**config.mk**
```make
export PLATFORM = sky130hd
export DESIGN_NAME = multicycle_core
export DESIGN_NICKNAME = d
export VERILOG_FILES = /design/src/rtl/core_pkg.sv /design/src/rtl/multicycle_core_branch_unit.sv /design/src/rtl/multicycle_core.sv
export SDC_FILE = /design/constraint.sdc
export NUM_CORES = 2
export LEC_CHECK = 0
export CORE_MARGIN = 10
export CORE_UTILIZATION = 56
export CTS_CLUSTER_SIZE = 12
export DETAILED_ROUTE_END_ITERATION = 7
export PLACE_DENSITY = 0.78
export SLEW_MARGIN = 20
export SYNTH_ARGS = -nofsm -noshare
export SYNTH_HDL_FRONTEND = slang
export SYNTH_SLANG_ARGS = --single-unit
export TNS_END_PERCENT = 10
```
**constraint.sdc**
```tcl
create_clock -name clk -period 4.54 [get_ports clk]
set_clock_uncertainty 0.05 [all_clocks]
set_input_delay 0.908 -clock clk [delete_from_list [all_inputs] [get_ports clk]]
set_output_delay 0.908 -clock clk [all_outputs]
set_load 0.01 [all_outputs]
```
**src/rtl/core_pkg.sv**
```systemverilog
// Shared types, constants and decode helpers for the multi-cycle RV32I core.
// Also holds the instruction ROM contents and the combinational ALU/immediate logic.
package core_pkg;

    typedef enum logic [2:0] {
        ST_FETCH     = 3'd0,
        ST_DECODE    = 3'd1,
        ST_EXECUTE   = 3'd2,
        ST_MEMORY    = 3'd3,
        ST_WRITEBACK = 3'd4
    } state_e;

    // br_op[4:3] kind; br_op[2:0] carries funct3 for conditional branches
    localparam logic [1:0] BR_KIND_NONE   = 2'b00;
    localparam logic [1:0] BR_KIND_UNCOND = 2'b01;
    localparam logic [1:0] BR_KIND_COND   = 2'b10;

    localparam logic [6:0] OP_LUI    = 7'b0110111;
    localparam logic [6:0] OP_AUIPC  = 7'b0010111;
    localparam logic [6:0] OP_JAL    = 7'b1101111;
    localparam logic [6:0] OP_JALR   = 7'b1100111;
    localparam logic [6:0] OP_BRANCH = 7'b1100011;
    localparam logic [6:0] OP_LOAD   = 7'b0000011;
    localparam logic [6:0] OP_STORE  = 7'b0100011;
    localparam logic [6:0] OP_IMM    = 7'b0010011;
    localparam logic [6:0] OP_REG    = 7'b0110011;
    localparam logic [6:0] OP_SYSTEM = 7'b1110011;

    typedef enum logic [3:0] {
        ALU_ADD  = 4'd0,
        ALU_SUB  = 4'd1,
        ALU_SLL  = 4'd2,
        ALU_SLT  = 4'd3,
        ALU_SLTU = 4'd4,
        ALU_XOR  = 4'd5,
        ALU_SRL  = 4'd6,
        ALU_SRA  = 4'd7,
        ALU_OR   = 4'd8,
        ALU_AND  = 4'd9
    } alu_op_e;

    typedef enum logic [1:0] {
        WB_ALU = 2'd0,
        WB_MDR = 2'd1,
        WB_PC4 = 2'd2,
        WB_IMM = 2'd3
    } wb_src_e;

    typedef struct packed {
        alu_op_e    alu_op;
        logic       alu_a_pc;
        logic       alu_b_imm;
        logic       ru_write;
        wb_src_e    wb_src;
        logic       dm_write;
        logic       is_load;
        logic       is_system;
        logic [4:0] br_op;
    } ctrl_t;

    function automatic alu_op_e alu_sel(input logic [2:0] funct3, input logic f7b5,
                                        input logic is_reg);
        alu_op_e op;
        case (funct3)
            3'b000:  op = (is_reg && f7b5) ? ALU_SUB : ALU_ADD;
            3'b001:  op = ALU_SLL;
            3'b010:  op = ALU_SLT;
            3'b011:  op = ALU_SLTU;
            3'b100:  op = ALU_XOR;
            3'b101:  op = f7b5 ? ALU_SRA : ALU_SRL;
            3'b110:  op = ALU_OR;
            3'b111:  op = ALU_AND;
            default: op = ALU_ADD;
        endcase
        return op;
    endfunction

    function automatic ctrl_t decode_ctrl(input logic [31:0] instr);
        ctrl_t c;
        c = '0;
        case (instr[6:0])
            OP_IMM: begin
                c.alu_op    = alu_sel(instr[14:12], instr[30], 1'b0);
                c.alu_b_imm = 1'b1;
                c.ru_write  = 1'b1;
            end
            OP_REG: begin
                c.alu_op   = alu_sel(instr[14:12], instr[30], 1'b1);
                c.ru_write = 1'b1;
            end
            OP_LUI: begin
                c.ru_write = 1'b1;
                c.wb_src   = WB_IMM;
            end
            OP_AUIPC: begin
                c.alu_a_pc  = 1'b1;
                c.alu_b_imm = 1'b1;
                c.ru_write  = 1'b1;
            end
            OP_JAL: begin
                c.ru_write = 1'b1;
                c.wb_src   = WB_PC4;
                c.br_op    = {BR_KIND_UNCOND, 3'b000};
            end
            OP_JALR: begin
                c.alu_b_imm = 1'b1;
                c.ru_write  = 1'b1;
                c.wb_src    = WB_PC4;
            end
            OP_BRANCH: c.br_op = {BR_KIND_COND, instr[14:12]};
            OP_LOAD: begin
                c.alu_b_imm = 1'b1;
                c.is_load   = 1'b1;
                c.ru_write  = 1'b1;
                c.wb_src    = WB_MDR;
            end
            OP_STORE: begin
                c.alu_b_imm = 1'b1;
                c.dm_write  = 1'b1;
            end
            OP_SYSTEM: c.is_system = 1'b1;
            default:   c.ru_write  = 1'b0;
        endcase
        return c;
    endfunction

    function automatic logic [31:0] imm_gen(input logic [31:0] i);
        logic [31:0] imm;
        case (i[6:0])
            OP_IMM, OP_LOAD, OP_JALR, OP_SYSTEM: imm = {{20{i[31]}}, i[31:20]};
            OP_STORE:         imm = {{20{i[31]}}, i[31:25], i[11:7]};
            OP_BRANCH:        imm = {{19{i[31]}}, i[31], i[7], i[30:25], i[11:8], 1'b0};
            OP_JAL:           imm = {{11{i[31]}}, i[31], i[19:12], i[20], i[30:21], 1'b0};
            OP_LUI, OP_AUIPC: imm = {i[31:12], 12'h000};
            default:          imm = 32'h0000_0000;
        endcase
        return imm;
    endfunction

    function automatic logic [31:0] alu_calc(input alu_op_e op, input logic [31:0] a,
                                             input logic [31:0] b);
        logic [31:0] r;
        case (op)
            ALU_ADD:  r = a + b;
            ALU_SUB:  r = a - b;
            ALU_SLL:  r = a << b[4:0];
            ALU_SLT:  r = {31'd0, $signed(a) < $signed(b)};
            ALU_SLTU: r = {31'd0, a < b};
            ALU_XOR:  r = a ^ b;
            ALU_SRL:  r = a >> b[4:0];
            ALU_SRA:  r = $unsigned($signed(a) >>> b[4:0]);
            ALU_OR:   r = a | b;
            ALU_AND:  r = a & b;
            default:  r = a + b;
        endcase
        return r;
    endfunction

    // Board program: branches, jumps, load/store and an EBREAK halt.
    function automatic logic [31:0] imem_rom(input logic [4:0] idx);
        logic [31:0] w;
        case (idx)
            5'd0:    w = 32'h0050_0093; // addi x1,x0,5
            5'd1:    w = 32'h0010_8133; // add  x2,x1,x1
            5'd2:    w = 32'h0000_0463; // beq  x0,x0,+8
            5'd3:    w = 32'h0010_0493; // addi x9,x0,1
            5'd4:    w = 32'h0000_1463; // bne  x0,x0,+8
            5'd5:    w = 32'h00C0_01EF; // jal  x3,+12
            5'd6:    w = 32'h0020_0493; // addi x9,x0,2
            5'd7:    w = 32'h0030_0493; // addi x9,x0,3
            5'd8:    w = 32'h02D0_0213; // addi x4,x0,45
            5'd9:    w = 32'h0042_0067; // jalr x0,4(x4)
            5'd10:   w = 32'h0040_0493; // addi x9,x0,4
            5'd11:   w = 32'h0050_0493; // addi x9,x0,5
            5'd12:   w = 32'h0010_2023; // sw   x1,0(x0)
            5'd13:   w = 32'h0000_2283; // lw   x5,0(x0)
            5'd14:   w = 32'h0010_0073; // ebreak
            5'd15:   w = 32'h0020_2023; // sw   x2,0(x0)
            5'd16:   w = 32'h0000_2303; // lw   x6,0(x0)
            5'd17:   w = 32'h0000_006F; // jal  x0,0
            default: w = 32'h0000_0013; // nop
        endcase
        return w;
    endfunction

endpackage

```
**src/rtl/multicycle_core_branch_unit.sv**
```systemverilog
// Branch decision: compares A and B by funct3 for conditional branches,
// always taken for unconditional jumps, never taken otherwise.
module branch_unit
    import core_pkg::*;
(
    input  logic [31:0] a_i,
    input  logic [31:0] b_i,
    input  logic [4:0]  br_op_i,
    output logic        taken_o
);

    // Resolve the taken flag from the branch kind and comparison
    always_comb begin
        taken_o = 1'b0;
        if (br_op_i[4]) begin
            case (br_op_i[2:0])
                3'b000:  taken_o = (a_i == b_i);
                3'b001:  taken_o = (a_i != b_i);
                3'b100:  taken_o = ($signed(a_i) < $signed(b_i));
                3'b101:  taken_o = ($signed(a_i) >= $signed(b_i));
                3'b110:  taken_o = (a_i < b_i);
                3'b111:  taken_o = (a_i >= b_i);
                default: taken_o = 1'b0;
            endcase
        end else if (br_op_i[4:3] == BR_KIND_UNCOND) begin
            taken_o = 1'b1;
        end else begin
            taken_o = 1'b0;
        end
    end

endmodule

```
**src/rtl/multicycle_core.sv**
```systemverilog
// Five-state multi-cycle RV32I core with run/step control, breakpoints,
// EBREAK/ECALL halt and a retired-instruction counter.
module multicycle_core
    import core_pkg::*;
#(
    parameter logic [31:0] RESET_PC = 32'h0000_0000,
    parameter int          CNT_W    = 32,
    parameter int          NUM_BP   = 2
) (
    input  logic                 clk,
    input  logic                 reset,
    input  logic                 run_mode,
    input  logic                 step,
    input  logic [NUM_BP-1:0]    bp_en,
    input  logic [NUM_BP*32-1:0] bp_addr,
    output logic                 halted,
    output logic                 retire,
    output logic [31:0]          pc_out,
    output logic [31:0]          instr_out,
    output logic [31:0]          wb_data_out,
    output logic [2:0]           state_out,
    output logic [CNT_W-1:0]     instr_count
);

    state_e           state_q;
    logic [31:0]      pc_q;
    logic [31:0]      ir_q;
    logic [31:0]      a_q;
    logic [31:0]      b_q;
    logic [31:0]      imm_q;
    logic [31:0]      alu_q;
    logic             taken_q;
    logic [31:0]      mdr_q;
    logic [31:0]      wb_data_q;
    logic [CNT_W-1:0] count_q;
    logic             halted_q;
    logic             retire_q;
    logic             step_q;
    logic [31:0]      regs_q [32];
    logic [31:0]      dmem_q [16];

    ctrl_t       ctrl_s;
    logic        step_edge_s;
    logic        advance_s;
    logic        taken_s;
    logic [31:0] alu_a_s;
    logic [31:0] alu_b_s;
    logic [31:0] alu_res_s;
    logic [31:0] pc_plus4_s;
    logic [31:0] next_pc_s;
    logic [31:0] wb_val_s;
    logic        ru_write_s;
    logic        dm_write_s;
    logic        bp_hit_s;

    assign ctrl_s      = decode_ctrl(ir_q);
    assign step_edge_s = step & ~step_q;
    // A halted core behaves like step mode until a step edge releases it
    assign advance_s   = (run_mode & ~halted_q) | step_edge_s;
    assign alu_a_s     = ctrl_s.alu_a_pc ? pc_q : a_q;
    assign alu_b_s     = ctrl_s.alu_b_imm ? imm_q : b_q;
    assign alu_res_s   = alu_calc(ctrl_s.alu_op, alu_a_s, alu_b_s);
    assign pc_plus4_s  = pc_q + 32'd4;
    assign ru_write_s  = (state_q == ST_WRITEBACK) && ctrl_s.ru_write && !reset;
    assign dm_write_s  = (state_q == ST_MEMORY) && ctrl_s.dm_write && !reset;

    branch_unit u_branch_unit (
        .a_i     (a_q),
        .b_i     (b_q),
        .br_op_i (ctrl_s.br_op),
        .taken_o (taken_s)
    );

    // Next-PC selection applied at the end of WRITEBACK
    always_comb begin
        next_pc_s = pc_plus4_s;
        if (ir_q[6:0] == OP_JALR) begin
            next_pc_s = (a_q + imm_q) & 32'hFFFF_FFFE;
        end else if (taken_q) begin
            next_pc_s = pc_q + imm_q;
        end else begin
            next_pc_s = pc_plus4_s;
        end
    end

    // Write-back source mux
    always_comb begin
        wb_val_s = alu_q;
        case (ctrl_s.wb_src)
            WB_ALU:  wb_val_s = alu_q;
            WB_MDR:  wb_val_s = mdr_q;
            WB_PC4:  wb_val_s = pc_plus4_s;
            WB_IMM:  wb_val_s = imm_q;
            default: wb_val_s = alu_q;
        endcase
    end

    // Breakpoint match against the PC the core is about to fetch
    always_comb begin
        bp_hit_s = 1'b0;
        for (int i = 0; i < NUM_BP; i++) begin
            if (bp_en[i] && (bp_addr[32*i +: 32] == next_pc_s)) begin
                bp_hit_s = 1'b1;
            end else begin
                bp_hit_s = bp_hit_s;
            end
        end
    end

    // Main FSM: sequencing, architectural state and debug outputs
    always_ff @(posedge clk) begin
        if (reset) begin
            state_q   <= ST_FETCH;
            pc_q      <= RESET_PC;
            ir_q      <= 32'h0000_0000;
            a_q       <= 32'h0000_0000;
            b_q       <= 32'h0000_0000;
            imm_q     <= 32'h0000_0000;
            alu_q     <= 32'h0000_0000;
            taken_q   <= 1'b0;
            mdr_q     <= 32'h0000_0000;
            wb_data_q <= 32'h0000_0000;
            count_q   <= '0;
            halted_q  <= 1'b0;
            retire_q  <= 1'b0;
            step_q    <= 1'b0;
        end else begin
            step_q   <= step;
            retire_q <= 1'b0;
            case (state_q)
                ST_FETCH: begin
                    ir_q <= imem_rom(pc_q[6:2]);
                    if (advance_s) begin
                        state_q  <= ST_DECODE;
                        halted_q <= 1'b0;
                    end else begin
                        state_q <= ST_FETCH;
                    end
                end
                ST_DECODE: begin
                    a_q     <= regs_q[ir_q[19:15]];
                    b_q     <= regs_q[ir_q[24:20]];
                    imm_q   <= imm_gen(ir_q);
                    state_q <= ST_EXECUTE;
                end
                ST_EXECUTE: begin
                    alu_q   <= alu_res_s;
                    taken_q <= taken_s;
                    state_q <= ST_MEMORY;
                end
                ST_MEMORY: begin
                    if (ctrl_s.is_load) begin
                        mdr_q <= dmem_q[alu_q[5:2]];
                    end
                    retire_q <= 1'b1;
                    state_q  <= ST_WRITEBACK;
                end
                ST_WRITEBACK: begin
                    pc_q      <= next_pc_s;
                    wb_data_q <= wb_val_s;
                    count_q   <= count_q + {{(CNT_W-1){1'b0}}, 1'b1};
                    halted_q  <= ctrl_s.is_system | bp_hit_s;
                    state_q   <= ST_FETCH;
                end
                default: state_q <= ST_FETCH;
            endcase
        end
    end

    // Register file; x0 is never written
    always_ff @(posedge clk) begin
        if (reset) begin
            for (int r = 0; r < 32; r++) begin
                regs_q[r] <= 32'h0000_0000;
            end
        end else if (ru_write_s && (ir_q[11:7] != 5'd0)) begin
            regs_q[ir_q[11:7]] <= wb_val_s;
        end
    end

    // Data memory word write at the edge ending MEMORY
    always_ff @(posedge clk) begin
        if (dm_write_s) begin
            dmem_q[alu_q[5:2]] <= b_q;
        end
    end

    assign halted      = halted_q;
    assign retire      = retire_q;
    assign pc_out      = pc_q;
    assign instr_out   = ir_q;
    assign wb_data_out = wb_data_q;
    assign state_out   = state_q;
    assign instr_count = count_q;

endmodule
```
==> results.md <==
- Run status: finished, violations left
- Violated checks: DRC
- Number of clock buffers inserted by TritonCTS: 135
- Floorplan Core Area: 0.118 mm^2
- Flip-flop cell with the highest count after synthesis: sky130_fd_sc_hd__edfxtp_1
- Die X: 365 um
- Total stage count of the critical path: 15
- Number of buffer and inverter instances along the worst setup path: 1
- Detailed-route DRC error count: 10
- Library cells used by synthesis: 118
- Warnings from Yosys: 0
- Worst r2r src: imm_q[0]
- Post-Place Setup Slack: -0.242 ns
- Endpoint of the worst setup timing path: halted
- IR Drop Worst-Case VDD: 0.000552 V
- Critical setup path kind: reg2reg
- Unrepaired setup endpoints after global routing: true
- Count of hold-fix buffers inserted at cts: 0
- Die area: 0.133 mm^2
- Worst Path Max Fanout: 7
- Die extent in y: 365 um
- Critical path startpoint: imm_q[0]
- Endpoint arrival time on the critical path: 5.18 ns
- Transition at the pin with the smallest max-transition slack: 1.19 ns
- Family with the most delay on the worst path: simple AND/OR/NAND/NOR gates
- Number of rows in the core area: 126
- Initial Util: 56.3%
- Crit path launch type: register
- Clock root buffer master: sky130_fd_sc_hd__clkbuf_16
- Max incr delay on CP: 0.49 ns
- Clock latency on the worst-skew pair: 0.81 ns
- Post-detailed-placement cell area: 0.0740 mm^2
- Weighted congestion reported at the end of routability-driven placement: 1.08
- Number of nets still failing antenna checks after routing: 0
- Synth async-reset ratio: 0%
- Cell-by-cell listing of the critical path: buf_4, and2_1, fa_1, a21oi_1, o21ai_4, a41oi_1, mux2i_1, nor4_1, a221oi_1, nand4_1, nor4b_1, nand4_1, nor4_2, nor2_1, o41ai_2
- Cell type of the slowest stage on the worst timing path: sky130_fd_sc_hd__a41oi_1
- Data required time of the critical path: 5.19 ns
- Post-layout worst setup margin: 0.00835 ns
- Via count of the first global-routing pass: 53200
- Fraction of layout instances using a drive strength above 1: 22.2%
- Setup violation total in the final timing report: 0
- DPL Wire Length: 202 mm
- Portion of the clock cycle consumed by the worst path in the final layout: 99.8%
- Top-level I/O count: 203
- Number of cells produced by synthesis: 5608
- Vias: 54700
- Initial antenna violation count: 17
- Sequential fraction of the synthesis area: 54.2%
- Detailed-route vias per instance: 7.02
- CP most frequent cell: sky130_fd_sc_hd__nand4_1
- Summed instance area of the synthesized netlist: 0.0665 mm^2
- Relative area change from synthesis to final layout: 18.1%
- Number of buffers inserted by port buffering: 190
- Gr ovfl total: 0
- Power Dens Cells: 395 mW/mm^2
- Final Net Count: 6336
- Final critical path time including I/O delays and setup: 4.53 ns
- Count of max-cap constraint violations: 0
- Number of cells on the worst reg-to-reg path: 15
- Worst rel slew slack: 19.4%
- Max-slew violation total from the final report: 0
- Clock tree from TritonCTS: built
- Capture instance of the worst register-to-register path: halted
- Worst Setup End Kind: register
- Post-detailed-route wirelength per cell: 36.2 um
- Leakage power figure: 27.4 nW
- Number of synthesized register bits: 1289
- Global-route wire length before repair: 396 mm
- Maximum clock insertion buffer count: 3
- Setup slack of the most critical reg-to-reg path: 0.008 ns
- Clock transition at the registers of the reported paths: 0.06 ns
- Maximum operating frequency: 0.221 GHz
- Total routing resource utilization after global routing: 41.8%
- Number of enable flip-flop cells after synthesis: 1024
- Number of failing hold endpoints at the final stage: 0
- Maximum number of pins on one net before global-route repair: 99
- Total non-filler cell area in the finished layout: 0.0786 mm^2
- Detailed Route Iter0 Violations: 8981
- Path class of the lowest-slack min-delay path: reg2reg
- H-tree depth reported by CTS: 4
- Detailed-route wire length: 282 mm
- Syn_area_per_cell: 11.9 um^2
- Clock Sinks: 1289
- Iteration count of the initial detailed-routing pass: 8
## power breakdown
part           internal (W)  switching (W)
combinational       0.00259        0.00404
sequential           0.0131       0.000452
clock               0.00594        0.00488
## worst register-to-register path, cell delays in order (launching register included)
cell and delay [ns]:
sky130_fd_sc_hd__dfxtp_1 0.31, sky130_fd_sc_hd__buf_4 0.17, sky130_fd_sc_hd__and2_1 0.19, sky130_fd_sc_hd__fa_1 0.43, sky130_fd_sc_hd__a21oi_1 0.40, sky130_fd_sc_hd__o21ai_4 0.18
sky130_fd_sc_hd__a41oi_1 0.49, sky130_fd_sc_hd__mux2i_1 0.45, sky130_fd_sc_hd__nor4_1 0.19, sky130_fd_sc_hd__a221oi_1 0.32, sky130_fd_sc_hd__nand4_1 0.26, sky130_fd_sc_hd__nor4b_1 0.37
sky130_fd_sc_hd__nand4_1 0.22, sky130_fd_sc_hd__nor4_2 0.25, sky130_fd_sc_hd__nor2_1 0.08, sky130_fd_sc_hd__o41ai_2 0.07
## metal layers
metal / global-route usage [%] / wire (um)
met5: 0.617 / 210
met4: 25.0 / 20900
met3: 11.0 / 35400
met2: 64.8 / 128000
met1: 52.5 / 97800
## layout by cell type (no fill, tap or decap), types with 17 or more instances in the layout
cell type	netlist	routed
sky130_fd_sc_hd__clkbuf_1	281	63
sky130_fd_sc_hd__a21o_1	23	23
sky130_fd_sc_hd__and3_1	41	41
sky130_fd_sc_hd__conb_1	1	44
sky130_fd_sc_hd__nand4_1	45	45
sky130_fd_sc_hd__nor3_1	88	81
sky130_fd_sc_hd__dfxtp_1	265	250
sky130_fd_sc_hd__mux2i_1	135	130
sky130_fd_sc_hd__mux4_2	354	354
sky130_fd_sc_hd__o31ai_1	29	24
sky130_fd_sc_hd__nand2_1	484	482
sky130_fd_sc_hd__ha_1	103	97
sky130_fd_sc_hd__o21ai_0	164	161
sky130_fd_sc_hd__a211oi_1	76	69
sky130_fd_sc_hd__clkbuf_16	0	138
sky130_fd_sc_hd__a21oi_1	317	313
sky130_fd_sc_hd__and2_1	17	17
sky130_fd_sc_hd__nand2b_1	45	29
sky130_fd_sc_hd__a31oi_1	43	40
sky130_fd_sc_hd__a22oi_1	21	21
sky130_fd_sc_hd__o22ai_1	27	26
sky130_fd_sc_hd__o211ai_1	52	52
sky130_fd_sc_hd__buf_12	0	25
sky130_fd_sc_hd__o221ai_1	19	19
sky130_fd_sc_hd__nor2_1	875	859
sky130_fd_sc_hd__nor4_1	42	40
sky130_fd_sc_hd__clkdlybuf4s50_1	0	189
sky130_fd_sc_hd__a222oi_1	20	20
sky130_fd_sc_hd__inv_1	99	98
sky130_fd_sc_hd__or3_1	35	35
sky130_fd_sc_hd__mux2_2	41	40
sky130_fd_sc_hd__buf_4	26	607
sky130_fd_sc_hd__xor2_1	104	104
sky130_fd_sc_hd__nand3_1	111	111
sky130_fd_sc_hd__xnor2_1	72	72
sky130_fd_sc_hd__edfxtp_1	1024	1024
sky130_fd_sc_hd__nor2b_1	23	22
## Yosys cell counts, types with 26 or more instances
cell type	instances	share of area, %
sky130_fd_sc_hd__edfxtp_1	1024	46
sky130_fd_sc_hd__nor2_1	875	4.9
sky130_fd_sc_hd__nand2_1	484	2.7
sky130_fd_sc_hd__mux4_2	354	12
sky130_fd_sc_hd__a21oi_1	317	2.4
sky130_fd_sc_hd__clkbuf_1	281	1.6
sky130_fd_sc_hd__dfxtp_1	265	8.0
sky130_fd_sc_hd__o21ai_0	164	1.2
sky130_fd_sc_hd__mux2i_1	135	2.0
sky130_fd_sc_hd__nand3_1	111	0.83
sky130_fd_sc_hd__xor2_1	104	1.4
sky130_fd_sc_hd__ha_1	103	1.9
sky130_fd_sc_hd__inv_1	99	0.56
sky130_fd_sc_hd__nor3_1	88	0.66
sky130_fd_sc_hd__buf_2	80	0.60
sky130_fd_sc_hd__a211oi_1	76	0.86
sky130_fd_sc_hd__xnor2_1	72	0.95
sky130_fd_sc_hd__buf_1	66	0.37
sky130_fd_sc_hd__o211ai_1	52	0.59
sky130_fd_sc_hd__nand2b_1	45	0.42
sky130_fd_sc_hd__nand4_1	45	0.42
sky130_fd_sc_hd__a31oi_1	43	0.40
sky130_fd_sc_hd__nor4_1	42	0.39
sky130_fd_sc_hd__and3_1	41	0.39
sky130_fd_sc_hd__mux2_2	41	0.69
sky130_fd_sc_hd__or3_1	35	0.33
sky130_fd_sc_hd__a221oi_1	29	0.38
sky130_fd_sc_hd__o31ai_1	29	0.33
sky130_fd_sc_hd__o22ai_1	27	0.25
sky130_fd_sc_hd__buf_4	26	0.29
## state kept, by name (all words and copies together) (netlist names), 19 cells and up
register	cells
a_q	32
alu_q	32
b_q	32
dmem_q	512
instr_count	32
instr_out	19
mdr_q	32
pc_out	32
regs_q	512
wb_data_out	32
## through the flow
stage                     hold slack (ns)  power, W  utilization [%]  TNS [ns]  cells
after floorplan                     0.386    0.0170                -    -0.156   5651
after global placement              0.393    0.0199             62.7    -0.400   7551
after detailed placement            0.410    0.0200             62.7     -1.53   7551
after CTS                           0.419    0.0306             66.3    -0.245   7788
after global routing                0.442    0.0316             66.6    -0.346   7793
final                               0.430    0.0310             66.6         0   7796
## what timing repair did
| item | in CTS | in global routing |
|---|---|---|
| buffers inserted | 2 | 5 |
| endpoints found under the setup margin | 14 | 19 |
| pin swaps | 7 | 26 |
| cloned | 0 | 0 |
| gates resized for setup | 19 | 60 |
## layout make-up
cell class / count / area (um^2)
inverter: 106 / 404
fill: 8330 / 39500
clock inverter: 30 / 435
multi-input combinational: 3799 / 29000
timing repair buffer: 828 / 7040
sequential: 1289 / 36100
tap: 1536 / 1920
antenna: 3 / 7.51
clock buffer: 205 / 3740
## how the worst min path moves through the flow
stage	from	end	depth (start not counted)
floorplan	mdr_q[0]	mdr_q[0]	2
global placement	mdr_q[4]	mdr_q[4]	2
detailed placement	mdr_q[5]	mdr_q[5]	2
CTS	reset	state_out[2]	2
global route	mdr_q[3]	mdr_q[3]	2
finish	mdr_q[3]	mdr_q[3]	2
## kinds of logic after synthesis
| group | count (synthesis) | synth area share [%] |
|---|---|---|
| simple gates | 1896 | 12.6 |
| flops | 1289 | 54.2 |
| compound gates | 1041 | 10.5 |
| buf+inv | 563 | 3.53 |
| mux | 533 | 14.8 |
| xor+xnor | 178 | 2.39 |
| fa+ha+maj | 107 | 2.06 |
| other cells | 1 | 0.00564 |
Note: power is estimated with default switching activity, not from simulation.
